==> src/rtl/tile_pkg.sv <==
// Shared constants, state encoding and LFSR helpers for the tile shuffler
// and the other random features that reuse lfsr16.
package tile_pkg;

    localparam int          NUM_TILES         = 16;
    localparam int          TILE_W            = 3;
    localparam logic [15:0] LFSR_POLY         = 16'hB400;
    localparam logic [15:0] LFSR_DEFAULT_SEED = 16'hACE1;

    typedef enum logic [1:0] {
        ST_IDLE,
        ST_FILL,
        ST_SHUFFLE,
        ST_DONE
    } state_e;

    // One step of the right-shifting Galois LFSR.
    function automatic logic [15:0] lfsr_next(input logic [15:0] s);
        return (s >> 1) ^ (s[0] ? LFSR_POLY : 16'h0000);
    endfunction

    // An all-zero seed would lock the LFSR, so it is replaced by the default.
    function automatic logic [15:0] seed_or_default(input logic [15:0] s);
        return (s == 16'h0000) ? LFSR_DEFAULT_SEED : s;
    endfunction

endpackage

==> src/rtl/lfsr16.sv <==
// 16-bit Galois LFSR with synchronous load and step enable; reset loads the
// default seed.
module lfsr16
    import tile_pkg::*;
(
    input  logic        clk,
    input  logic        reset,
    input  logic        load,
    input  logic [15:0] load_val,
    input  logic        en,
    output logic [15:0] q
);

    logic [15:0] lfsr_q;
    logic [15:0] lfsr_d;

    always_comb begin
        lfsr_d = lfsr_q;
        if (load) begin
            lfsr_d = load_val;
        end else if (en) begin
            lfsr_d = lfsr_next(lfsr_q);
        end
    end

    always_ff @(posedge clk or negedge reset) begin
        if (!reset) begin
            lfsr_q <= LFSR_DEFAULT_SEED;
        end else begin
            lfsr_q <= lfsr_d;
        end
    end

    assign q = lfsr_q;

endmodule

==> src/rtl/tile_shuffler.sv <==
// Builds a board of value pairs 0..7 and permutes it with an LFSR-driven
// Fisher-Yates pass; the board is published only when the pass completes.
module tile_shuffler #(
    parameter int NUM_TILES = tile_pkg::NUM_TILES,
    parameter int TILE_W    = tile_pkg::TILE_W
) (
    input  logic                        clk,
    input  logic                        reset,
    input  logic                        start,
    input  logic [15:0]                 seed,
    output logic [NUM_TILES*TILE_W-1:0] tiles,
    output logic                        valid,
    output logic                        busy
);
    import tile_pkg::*;

    localparam int IDX_W = $clog2(NUM_TILES);

    state_e                      state_q, state_d;
    logic [TILE_W-1:0]           w_q [NUM_TILES];
    logic [TILE_W-1:0]           w_d [NUM_TILES];
    logic [IDX_W-1:0]            idx_q, idx_d;
    logic [NUM_TILES*TILE_W-1:0] tiles_q, tiles_d;
    logic                        valid_q, valid_d;
    logic                        busy_q, busy_d;

    logic                        lfsr_load;
    logic                        lfsr_en;
    logic [15:0]                 lfsr_q;
    logic [IDX_W-1:0]            j;
    logic                        lfsr_unused;

    lfsr16 u_lfsr (
        .clk      (clk),
        .reset    (reset),
        .load     (lfsr_load),
        .load_val (seed_or_default(seed)),
        .en       (lfsr_en),
        .q        (lfsr_q)
    );

    assign j           = lfsr_q[IDX_W-1:0];
    assign lfsr_unused = ^lfsr_q[15:IDX_W];

    always_comb begin
        state_d   = state_q;
        w_d       = w_q;
        idx_d     = idx_q;
        tiles_d   = tiles_q;
        valid_d   = valid_q;
        busy_d    = busy_q;
        lfsr_load = 1'b0;
        lfsr_en   = 1'b0;

        case (state_q)
            ST_IDLE, ST_DONE: begin
                if (start) begin
                    state_d   = ST_FILL;
                    busy_d    = 1'b1;
                    valid_d   = 1'b0;
                    lfsr_load = 1'b1;
                end
            end
            ST_FILL: begin
                for (int unsigned k = 0; k < NUM_TILES; k++) begin
                    w_d[k] = TILE_W'(k >> 1);
                end
                idx_d   = IDX_W'(NUM_TILES - 1);
                state_d = ST_SHUFFLE;
            end
            ST_SHUFFLE: begin
                lfsr_en = 1'b1;
                // Out-of-range draws are rejected and retried on the next step.
                if (j <= idx_q) begin
                    w_d[idx_q] = w_q[j];
                    w_d[j]     = w_q[idx_q];
                    idx_d      = idx_q - IDX_W'(1);
                    if (idx_q == IDX_W'(1)) begin
                        state_d = ST_DONE;
                        valid_d = 1'b1;
                        busy_d  = 1'b0;
                        for (int unsigned k = 0; k < NUM_TILES; k++) begin
                            tiles_d[k*TILE_W +: TILE_W] = w_d[k];
                        end
                    end
                end
            end
            default: begin
                state_d = ST_IDLE;
            end
        endcase
    end

    always_ff @(posedge clk or negedge reset) begin
        if (!reset) begin
            state_q <= ST_IDLE;
            w_q     <= '{default: '0};
            idx_q   <= IDX_W'(NUM_TILES - 1);
            tiles_q <= '0;
            valid_q <= 1'b0;
            busy_q  <= 1'b0;
        end else begin
            state_q <= state_d;
            w_q     <= w_d;
            idx_q   <= idx_d;
            tiles_q <= tiles_d;
            valid_q <= valid_d;
            busy_q  <= busy_d;
        end
    end

    assign tiles = tiles_q;
    assign valid = valid_q;
    assign busy  = busy_q;

endmodule

==> config.mk <==
export PLATFORM = sky130hd
export DESIGN_NAME = tile_shuffler
export DESIGN_NICKNAME = d
export VERILOG_FILES = /design/src/rtl/tile_pkg.sv /design/src/rtl/lfsr16.sv /design/src/rtl/tile_shuffler.sv
export SDC_FILE = /design/constraint.sdc
export NUM_CORES = 1
export LEC_CHECK = 0
export BUFFER_PORTS_ARGS = -buffer_cell sky130_fd_sc_hd__buf_2
export CORE_ASPECT_RATIO = 0.5
export CORE_MARGIN = 10
export CORE_UTILIZATION = 50
export CTS_BUF_LIST = sky130_fd_sc_hd__clkbuf_4 sky130_fd_sc_hd__clkbuf_8 sky130_fd_sc_hd__clkbuf_16
export DETAILED_ROUTE_END_ITERATION = 8
export PLACE_DENSITY_LB_ADDON = 0.15
export SETUP_SLACK_MARGIN = 0.2
export SLEW_MARGIN = 20
export SYNTH_ARGS = -nofsm -noshare
export SYNTH_HDL_FRONTEND = slang
export SYNTH_SLANG_ARGS = --single-unit
==> constraint.sdc <==
create_clock -name clk -period 8.26 [get_ports clk]
set_clock_uncertainty 0.2 [all_clocks]
set_input_delay 1.239 -clock clk [delete_from_list [all_inputs] [get_ports clk]]
set_output_delay 1.239 -clock clk [all_outputs]
set_load 0.05 [all_outputs]
==> reports/metrics.cfg <==
[outcome]
run_status=finished, violations left
failed_checks=design-rule violations

[drt]
routedWlPerCell_um=24.6
drt-initial-drc-count=1024
firstDrtPassIters=9
dr_total_vias=7950
vias_per_cell=6.80
final_antenna_net_count=0
drc=3
wirelength_um=28700

[worst_hold_path]
holdCritStartpoint=u_lfsr.q[10]
hp-class=register to register

[worst_setup_path]
required_ps=8370
crit_slowest_cell=dfstp_2
path_cells=inv_1 > ha_1 > nor2b_1 > o211ai_1 > a21oi_1 > a21o_1 > buf_4 > a21oi_1 > a221o_1
path_delay_family=compound AO/OA/AOI/OAI gates
path_buf_inv=2
startpoint=idx_q[1]
worst_setup_path_end_kind=register
max_stage_delay_ps=980
cp_common_cell=a21oi_1
start_kind=register
worst_r2r_startpoint=idx_q[1]
worst-path-max-fanout=27
arrival_ps=4190
worstSetupPathType=register to register

[timing]
finalMaxSlewViolations=0
slew_headroom_pct=23.0
rsz0062_at_grt=false
fin_crit_sh_pct=49.5
whs_ps=285
worstMarginPinSlew_ps=1160
hold_viol=0
max_freq_mhz=245
setup_viol=0
period_needed_ps=4090
fin_setup_tns_ps=0

[logic_synthesis]
ys_seq_area_share_pct=36.6
synth_flop_cell=dfrtp_1
synthesis.area_um2=8240
synth.avg_cell_area_um2=9.06
ys_seq_elements=120
synthDistinctLibCells=55
synth_edf_count=0
synth_nets=940
ys_warn_count=0
synth-async-reset-ratio_pct=100
synthCells=910

[floorplanning]
start_util_pct=50.7
rows=33
core_area_um2=16300
dieWidth_um=202
pin_count=69
die_h_um=111
die_area_um2=22300

[clocking]
clockBufferDepth=2
cts_tree=built
clk_latency_ps=430
post_cts_buffers=0
cts-htree-levels=4
clock_sinks=120
hold_buffers=0
cts_buffers=17
root_buffer=clkbuf_16
cts_resized=0
clk_pin_slew_worst_paths_ps=60

[placed_design]
port_buffers=68
place_area_um2=8540
gp_congestion=1.00
dpl.hpwl_um=18900

[final_layout]
stdcell_area_um2=9170
n_fill_cell=1475
multi_input_area_um2=4790
final_nets=959
final_core_util_pct=56.4
mostFrequentLayoutCell=a21oi_1
n_antenna_cell=0
drive_gt1_share_pct=22.1
layout_common_cells=179 x a21oi_1, 108 x dfrtp_1, 67 x buf_2
seqCellArea_um2=3020
areaGrowthSynthToFinish_pct=11.3

[run]
drv_cap=0

[grt]
grt_overflow_total=0
antenna_found_initial=0
grt_pass1_wl_um=44100
grt_pass1_vias=7427
track_usage_pct=24.8
grt_max_degree=68

[power]
irDropWorstVdd_v=0.000196
powerDensity_nw_per_um2=399
power_leakage_nw=3.99

[flip-flops by register name, indices dropped and copies added (netlist names)]
register,cells
busy,1
idx_q,4
state_q,2
tiles,48
u_lfsr.q,16
valid,1
w_q,48
[cell families after synthesis]
| group | count (synthesis) | share of synthesized area, % |
|---|---|---|
| AOI/OAI and AO/OA | 317 | 24.6 |
| xor gates and xnor gates | 3 | 0.319 |
| adders and majority gates | 11 | 1.67 |
| buffers and inverters | 88 | 5.46 |
| DFF | 120 | 36.6 |
| muxes | 109 | 14.6 |
| and+or+nand+nor | 262 | 16.7 |
[tightest hold or removal path, stage by stage, from the launching register on]
cell and delay (ps):
dfstp_2 370, nand2_1 40, o21ai_0 70
[cells in the mapped netlist, types with 10 or more instances]
cell type | instances | area share (%)
a221o_1 | 27 | 3.3
o211ai_1 | 39 | 3.6
ha_1 | 11 | 1.7
nand3_1 | 53 | 3.2
o21ai_0 | 21 | 1.3
mux2_2 | 60 | 8.2
nand3b_1 | 10 | 0.91
nor2_1 | 56 | 2.6
nor3_1 | 11 | 0.67
buf_2 | 29 | 1.8
mux2i_1 | 46 | 5.6
clkbuf_1 | 28 | 1.3
a21oi_1 | 179 | 11
dfrtp_1 | 108 | 33
nand2_1 | 65 | 3.0
a32o_1 | 24 | 2.9
a22oi_1 | 14 | 1.3
dfstp_2 | 12 | 3.8
[metal layers]
layer | GRT usage, % | share of wire (%)
met4 | 8.76 | 2.8
met2 | 33.2 | 39
met1 | 35.8 | 46
met5 | 0 | 0
met3 | 8.52 | 13
[power by group]
group	leakage, nW	internal [W]	total [W]	switching (W)
clock	0.284	0.000496	0.000787	0.000290
sequential	1.52	0.000728	0.000873	0.000145
combinational	2.18	0.000611	0.00200	0.00139
total	3.99	0.00184	0.00366	0.00183
[final cells by class]
type	count	share of cell area [%]
Multi-Input combinational cell	702	52.2
Sequential cell	120	32.9
Clock buffer	21	5.10
Timing Repair Buffer	79	4.72
Tap cell	227	3.10
Clock inverter	11	1.62
Inverter	9	0.368
[stage by stage]
step           setup WS (ps)  instances  total power, W
6_report                4170       1169         0.00366
5_1_grt                 3930       1169         0.00382
4_1_cts                 4240       1168         0.00357
3_5_place_dp            4260       1136         0.00278
3_3_place_gp            4050       1136         0.00274
2_1_floorplan           5240        910         0.00222
[worst paths after layout]
check	cells past startpoint	slack (ps)	to
worst max-delay path	9	4170	w_q[34]
worst min-delay path	2	290	u_lfsr.q[10]
worst max register to register	9	4170	w_q[34]
worst min register to register	2	290	u_lfsr.q[10]
max in group asynchronous	2	5870	w_q[46]
min in group asynchronous	1	660	tiles[24]
No activity file was read; power rests on OpenSTA's default activity.
